==> src/rtl/rpn_pkg.sv <==
// Shared types for the RPN program sequencer: instruction layout, opcodes, FSM states.
// No logic of its own; the helpers are pure combinational functions.
// Imported by prog_mem and rpn_sequencer.
package rpn_pkg;

    // Instruction kind field, bits [17:16] of a program word.
    typedef enum logic [1:0] {
        K_PUSH = 2'b00,
        K_OP   = 2'b01,
        K_HALT = 2'b10,
        K_NOP  = 2'b11
    } kind_e;

    // Arithmetic unit opcodes carried in imm[2:0] of an OP word.
    localparam logic [2:0] OP_NZ   = 3'd0;
    localparam logic [2:0] OP_NEG  = 3'd1;
    localparam logic [2:0] OP_ADD  = 3'd2;
    localparam logic [2:0] OP_MUL  = 3'd3;
    localparam logic [2:0] OP_SWAP = 3'd4;
    localparam logic [2:0] OP_LOAD = 3'd5;
    localparam logic [2:0] OP_POP6 = 3'd6;
    localparam logic [2:0] OP_POP7 = 3'd7;

    // Sequencer FSM states.
    typedef enum logic [1:0] {
        S_IDLE  = 2'd0,
        S_ISSUE = 2'd1,
        S_WAIT  = 2'd2,
        S_DONE  = 2'd3
    } state_e;

    // Capacity of the downstream stack.
    localparam int unsigned STACK_MAX = 1000;

    // 18-bit program word.
    typedef struct packed {
        kind_e       kind;
        logic [15:0] imm;
    } instr_t;

    // Swap and load need one extra cycle in the arithmetic unit.
    function automatic logic op_is_long(input logic [2:0] op);
        return (op == OP_SWAP) || (op == OP_LOAD);
    endfunction

    // Stack depth requirement of an instruction; HALT/NOP always pass.
    function automatic logic depth_ok(input instr_t ins, input logic [9:0] cnt,
                                      input logic [31:0] tos);
        logic ok;
        ok = 1'b1;
        case (ins.kind)
            K_PUSH: ok = (cnt < 10'(STACK_MAX));
            K_OP: begin
                case (ins.imm[2:0])
                    OP_NZ, OP_NEG, OP_POP6, OP_POP7: ok = (cnt >= 10'd1);
                    OP_ADD, OP_MUL, OP_SWAP:         ok = (cnt >= 10'd2);
                    default:                         ok = (32'(cnt) > tos);
                endcase
            end
            default: ok = 1'b1;
        endcase
        return ok;
    endfunction

endpackage

==> src/rtl/rpn_sequencer_prog_mem.sv <==
// Program store: 2^AW x 18-bit words, synchronous write, asynchronous read.
// Latency: write lands on the clock edge; read is combinational from addr.
// No backpressure; contents are never reset.
//
// Ports: clk, we/waddr/wdata write port, raddr/rdata read port.
module prog_mem #(
    parameter int AW = 8
) (
    input  logic          clk,
    input  logic          we,
    input  logic [AW-1:0] waddr,
    input  logic [17:0]   wdata,
    input  logic [AW-1:0] raddr,
    output logic [17:0]   rdata
);

    logic [17:0] mem [0:(1<<AW)-1];

    // Program survives reset on purpose, so there is no reset branch here.
    always_ff @(posedge clk) begin
        if (we) begin
            mem[waddr] <= wdata;
        end
    end

    assign rdata = mem[raddr];

endmodule

==> src/rtl/rpn_sequencer.sv <==
// Replays a stored RPN program into the stack arithmetic unit and returns its top of stack.
// Latency: issues one instruction per 2 cycles (3 for swap/load, 1 for NOP); done one cycle after HALT.
// No backpressure: issue spacing is fixed to the unit's latency; start/prog_we are ignored while busy.
//
// Ports: clk/rst (async active-high); start; prog_we/prog_addr/prog_data program write port;
//        au_push/au_en/au_d/au_op drive the unit, au_out/au_cnt read it back;
//        busy/done/err/result/pc status.
// Build option: define RPN_SEQ_DEPTH_CHECK_EN to abort with err on stack depth violations.
module rpn_sequencer
    import rpn_pkg::*;
#(
    parameter int PROG_AW = 8,
    parameter int DATA_W  = 16
) (
    input  logic               clk,
    input  logic               rst,
    input  logic               start,
    input  logic               prog_we,
    input  logic [PROG_AW-1:0] prog_addr,
    input  logic [17:0]        prog_data,
    output logic               au_push,
    output logic               au_en,
    output logic [DATA_W-1:0]  au_d,
    output logic [2:0]         au_op,
    input  logic [DATA_W-1:0]  au_out,
    input  logic [9:0]         au_cnt,
    output logic               busy,
    output logic               done,
    output logic               err,
    output logic [DATA_W-1:0]  result,
    output logic [PROG_AW-1:0] pc
);

    localparam logic [PROG_AW-1:0] PC_LAST = '1;

    state_e              state_q, state_d;
    logic [PROG_AW-1:0]  pc_q, pc_d;
    logic                wcnt_q, wcnt_d;
    logic [DATA_W-1:0]   result_q, result_d;
    logic                err_q, err_d;

    logic [17:0]         rd_data;
    instr_t              ins;
    logic                mem_we;
    logic                chk_ok;

    assign busy   = (state_q == S_ISSUE) || (state_q == S_WAIT);
    assign done   = (state_q == S_DONE);
    assign err    = err_q;
    assign result = result_q;
    assign pc     = pc_q;

    // Program writes must not disturb a running program.
    assign mem_we = prog_we && !busy;

    prog_mem #(
        .AW (PROG_AW)
    ) u_prog_mem (
        .clk   (clk),
        .we    (mem_we),
        .waddr (prog_addr),
        .wdata (prog_data),
        .raddr (pc_q),
        .rdata (rd_data)
    );

    assign ins = instr_t'(rd_data);

`ifdef RPN_SEQ_DEPTH_CHECK_EN
    assign chk_ok = depth_ok(ins, au_cnt, 32'(au_out));
`else
    // Without the check every word is issued; the unit drops invalid ops itself.
    logic unused_au_cnt;
    assign unused_au_cnt = ^au_cnt;
    assign chk_ok        = 1'b1;
`endif

    always_comb begin
        state_d  = state_q;
        pc_d     = pc_q;
        wcnt_d   = wcnt_q;
        result_d = result_q;
        err_d    = err_q;
        au_en    = 1'b0;
        au_push  = 1'b0;
        au_d     = '0;
        au_op    = 3'd0;

        case (state_q)
            S_IDLE, S_DONE: begin
                if (start) begin
                    pc_d    = '0;
                    err_d   = 1'b0;
                    state_d = S_ISSUE;
                end
            end

            S_ISSUE: begin
                case (ins.kind)
                    K_HALT: begin
                        result_d = au_out;
                        state_d  = S_DONE;
                    end
                    K_NOP: begin
                        pc_d = pc_q + 1'b1;
                    end
                    default: begin
                        if (!chk_ok) begin
                            err_d    = 1'b1;
                            result_d = au_out;
                            state_d  = S_DONE;
                        end else begin
                            au_en   = 1'b1;
                            pc_d    = pc_q + 1'b1;
                            state_d = S_WAIT;
                            if (ins.kind == K_PUSH) begin
                                au_push = 1'b1;
                                au_d    = DATA_W'(ins.imm);
                                wcnt_d  = 1'b0;
                            end else begin
                                au_op  = ins.imm[2:0];
                                wcnt_d = op_is_long(ins.imm[2:0]);
                            end
                        end
                    end
                endcase

                // Ran off the end of program memory without a HALT. The last word
                // still issues, but pc is held rather than wrapped to 0.
                if ((ins.kind != K_HALT) && (pc_q == PC_LAST)) begin
                    err_d    = 1'b1;
                    result_d = au_out;
                    pc_d     = pc_q;
                    state_d  = S_DONE;
                end
            end

            S_WAIT: begin
                if (!wcnt_q) begin
                    state_d = S_ISSUE;
                end else begin
                    wcnt_d = 1'b0;
                end
            end

            default: state_d = S_IDLE;
        endcase
    end

    always_ff @(posedge clk or posedge rst) begin
        if (rst) begin
            state_q  <= S_IDLE;
            pc_q     <= '0;
            wcnt_q   <= 1'b0;
            result_q <= '0;
            err_q    <= 1'b0;
        end else begin
            state_q  <= state_d;
            pc_q     <= pc_d;
            wcnt_q   <= wcnt_d;
            result_q <= result_d;
            err_q    <= err_d;
        end
    end

endmodule

==> config.mk <==
export PLATFORM = sky130hd
export DESIGN_NAME = rpn_sequencer
export DESIGN_NICKNAME = d
export VERILOG_FILES = /design/src/rtl/rpn_pkg.sv /design/src/rtl/rpn_sequencer_prog_mem.sv /design/src/rtl/rpn_sequencer.sv
export SDC_FILE = /design/constraint.sdc
export NUM_CORES = 2
export LEC_CHECK = 0
export CAP_MARGIN = 20
export CORE_AREA = 3 3 575 577
export DETAILED_ROUTE_END_ITERATION = 12
export DIE_AREA = 0 0 578 580
export GPL_ROUTABILITY_DRIVEN = 0
export PLACE_DENSITY = 0.74
export SKIP_LAST_GASP = 1
export SLEW_MARGIN = 20
export SYNTH_ARGS = -nofsm -noshare
export SYNTH_HDL_FRONTEND = slang
export SYNTH_MEMORY_MAX_BITS = 65536
export SYNTH_SLANG_ARGS = --single-unit
export TNS_END_PERCENT = 1
==> constraint.sdc <==
create_clock -name clk -period 5.75 [get_ports clk]
set_clock_uncertainty 0.05 [all_clocks]
set_input_delay 1.725 -clock clk [delete_from_list [all_inputs] [get_ports clk]]
set_output_delay 1.725 -clock clk [all_outputs]
set_load 0.05 [all_outputs]
==> out/summary.md <==
The checks that failed: negative setup slack. The global-route total usage across every layer is 0.295. STA classifies the critical path startpoint as a flip-flop. The setup total negative slack came out at -19.76 ns.

The type of destination of the critical path is an output port. After synthesis, the cell types taking the most area are edfxtp_1 77%, mux4_2 15%, mux2i_1 1.7%, nor2_1 0.66%, a221oi_1 0.44%. The fraction of power spent switching nets was 0.276; the data arrival at the endpoint of the critical path was 5.00 ns. The commonest cells after synthesis are 4608 x edfxtp_1, 1210 x mux4_2, 315 x nor2_1. The worst endpoint required time was 3.97 ns; the time the final worst path needs with I/O delays and setup was 6.77 ns. The number of warnings reported in the yosys synthesis log was 0. The logs give 191000 um2 for the instance area after placement and 0 for the sum of overflow across all layers after global routing. After technology mapping, the gate count stands at 7709.

The run gives 0 as the remaining number of nets flagged by the antenna check after routing. Entering global routing, the biggest net connects 155 pins. The min-delay analysis places its worst path in the category flip-flop to flip-flop. The ratio of total power to cell area was 427 nW/um2; the area of all placed cells without fillers was 207000 um2.

Of all nets on the critical path, the largest fanout is 29. At the placement stage, the worst setup path has a slack of -0.732 ns. For this run, design rule violations remaining after detail routing come to 0. The number of hold buffers added after CTS was 0.

The tools report the part of the Yosys area used for sequential elements as 0.777. Setup violations remaining at the end of the flow were counted as 21. Setup repair after global routing could not meet its margin everywhere. The run gives 327000 um2 as the core outline area. The number of nets handed over by synthesis was 7769.

The class of the most critical setup path was flip-flop to output port. Sum of net half-perimeters after detailed placement: 283 mm. Input and output buffers added on the ports amount to 93. The relative contribution of the clock network to total power came out at 0.327. The starting utilization of the core area came out at 0.548. The total of flip-flops plus latches after synthesis was 4636; the insertion delay of the later-clocked pin in the worst-skew pair was 1.00 ns. The total via count after detailed routing came out at 91500. Dividing the detail-routed via count by the number of cells gives 6.83. For this run, the post-layout net count is 8716. Total of max-cap violations: 0. The run finished, with violations left.

The switching power was 0.0245 W; the area fraction of the dominant cell type after synthesis was 0.773. After clock tree synthesis, the clock-pin slew on the worst setup and hold paths is 0.07 ns. The final clock period utilization by the worst path was 1.18; the utilization after layout was 0.635. For the relative slew slack, the log shows 0.187. The clock root buffer was clkbuf_16. TritonCTS built the clock tree.

The logs give 0.251 for the share of total power in combinational logic and 440 for the number of buffers added by the clock tree synthesis step. The async set-reset flop share out of synthesis is 0.00604. The synthesized design spends more area on one cell type than any other, namely edfxtp_1. VDD sags by at most 297 uV. The run gives 20200 as the number of fill cells. The share of final-layout standard cells stronger than drive strength 1 works out to 0.348. The run gives 91100 as the number of global-route vias before repair. Each instance of the synthesized netlist takes up on average 23.2 um2.

The detail-routed net length per standard cell is 37.3 um. The maximum operating frequency was 0.148 GHz. On the final layout, the worst hold slack is 0.458 ns.

The floorplan row count is 210. At the pin with the least slew margin, the transition time is 1.22 ns. The most frequent cell after synthesis was edfxtp_1. The vertical die dimension was 580 um; the worst setup slack after layout was -1.02 ns. The predominant post-synthesis flop cell is edfxtp_1. After synthesis, the netlist uses 61 different library cells. The floorplan step set the die width to 578 um. The tools report the number of top-level pins as 104. The run gives 15400 as the violation count after the first detailed-routing iteration.

The cell area after technology mapping is 179000 um2. The tools report the area enclosed by the die boundary as 335000 um2. The area overhead of the layout relative to synthesis was 15.8%; the leakage component of the power was 64.8 nW. For the worst flop-to-flop path, the logic depth is 16. The logs give 0 for the total count of max-transition violations in the final report and 0.422 for the relative contribution of sequential cells to total power. The internal power of the cells totals 0.0641 W. The clock net in this run drives a total of 4636 sinks. The number of antenna violations at the first check in global routing was 32; the final count of hold timing violations was 0. Counting along the longest clock path gives a buffer depth of 4.

The total routed wirelength came out at 500 mm. The number of enable flip-flop cells after synthesis came out at 4608. Number of detailed-route iterations in the first pass: 8. The first global-routing pass estimated 694 mm of wire. The depth of the worst hold-timing path works out to 1. The H-tree generated during clock tree synthesis spans 5 levels.
-- repair_timing --
action,CTS,global route
setup endpoints to repair,21,21
gates resized for setup,99,86
buffers inserted,47,37
pin swaps,15,27
gates cloned,14,9
-- metrics by stage --
step,total power (W),cells
2_1_floorplan,0.0510,7709
3_3_place_gp,0.0578,12500
3_5_place_dp,0.0581,12500
4_1_cts,0.0878,13300
5_1_grt,0.0907,13400
6_report,0.0886,13400
-- worst paths after layout --
kind                                  from          to  slack, ns
worst max-delay path                 pc[3]     au_d[0]      -1.02
worst min-delay path            result[12]  result[12]       0.46
worst max register to register       pc[0]  result[10]       0.89
worst min register to register  result[12]  result[12]       0.46
max in group asynchronous              rst       pc[6]       4.22
min in group asynchronous              rst   result[6]       1.09
-- routing by layer --
metal  track usage  share of wire  up-vias
met5             0        0.00029        -
met4         0.141          0.056       14
met3        0.0793           0.13     1244
met2         0.449           0.47     7316
met1         0.400           0.34    48100
li1              -              -    34900
-- state kept, by name, summed over array words and instances (netlist names) --
register	cells
wcnt_q	1
u_prog_mem.mem	4608
err	1
state_q	2
pc	8
result	16
-- cell usage in the layout, fill, tap and decap left out, types with 11 or more instances in the layout --
cell type / Yosys / layout
a211oi_1: 25 / 13
clkdlybuf4s50_1: 0 / 54
nor2b_1: 15 / 12
nand2_1: 139 / 123
a22oi_1: 79 / 67
mux2_2: 24 / 23
a31oi_1: 19 / 14
nand4_1: 13 / 13
o211ai_1: 17 / 17
o22ai_1: 47 / 46
edfxtp_1: 4608 / 4608
buf_4: 53 / 659
bufinv_16: 0 / 48
buf_12: 24 / 132
dfrtp_1: 28 / 20
nand3_1: 23 / 19
buf_16: 0 / 28
nor2_1: 315 / 54
clkinvlp_4: 0 / 28
nand2_2: 0 / 14
clkinv_2: 0 / 81
clkbuf_1: 139 / 73
mux4_1: 19 / 17
clkbuf_16: 0 / 451
a22oi_2: 0 / 12
a221oi_1: 89 / 82
a21oi_1: 62 / 43
clkinv_1: 2 / 116
clkbuf_8: 0 / 15
nor3_1: 17 / 15
o21ai_0: 86 / 80
mux4_2: 1210 / 1212
nor2_2: 0 / 260
buf_6: 42 / 28
a21oi_2: 0 / 18
or3_1: 16 / 15
diode_2: 0 / 14
bufbuf_16: 0 / 11
mux2i_1: 304 / 299
-- cell families (layout without fill, tap and decap cells) --
group | count (synthesis) | count (layout) | synth area share
flops | 4636 | 4636 | 0.777
compound gates | 473 | 473 | 0.0182
other cells | 0 | 14 | 0
buf+inv | 455 | 1781 | 0.0172
simple gates | 584 | 584 | 0.0139
fa+ha+maj | 4 | 4 | 0.000280
mux | 1557 | 1557 | 0.174
-- final cells by class --
cell class,count,area (um2),area share
inverter,15,71.3,0.000344
antenna,14,35.0,0.000169
clock inverter,306,3040,0.0147
clock buffer,515,11300,0.0547
tap,4346,5440,0.0262
sequential,4636,139000,0.671
timing repair buffer,945,10100,0.0489
multi-input combinational,2618,38200,0.184
-- worst max-delay path, cell delays in order (launching register included) --
cell	delay (ns)
dfrtp_4	0.67
buf_4	0.26
buf_4	0.49
buf_4	0.47
mux4_2	0.45
mux4_2	0.60
mux2i_1	0.17
nand2_1	0.07
o21ai_1	0.10
buf_4	0.20
buf_4	0.16
nor2_2	0.09
buf_12	0.16
-- power groups by stage --
stage	registers, W	logic (W)	clock network [W]
2_1_floorplan	0.0383	0.0127	0
3_3_place_gp	0.0381	0.0197	0
3_5_place_dp	0.0381	0.0200	0
4_1_cts	0.0374	0.0213	0.0291
5_1_grt	0.0374	0.0229	0.0304
6_report	0.0374	0.0222	0.0290
Power figures use the tool's default switching activity.
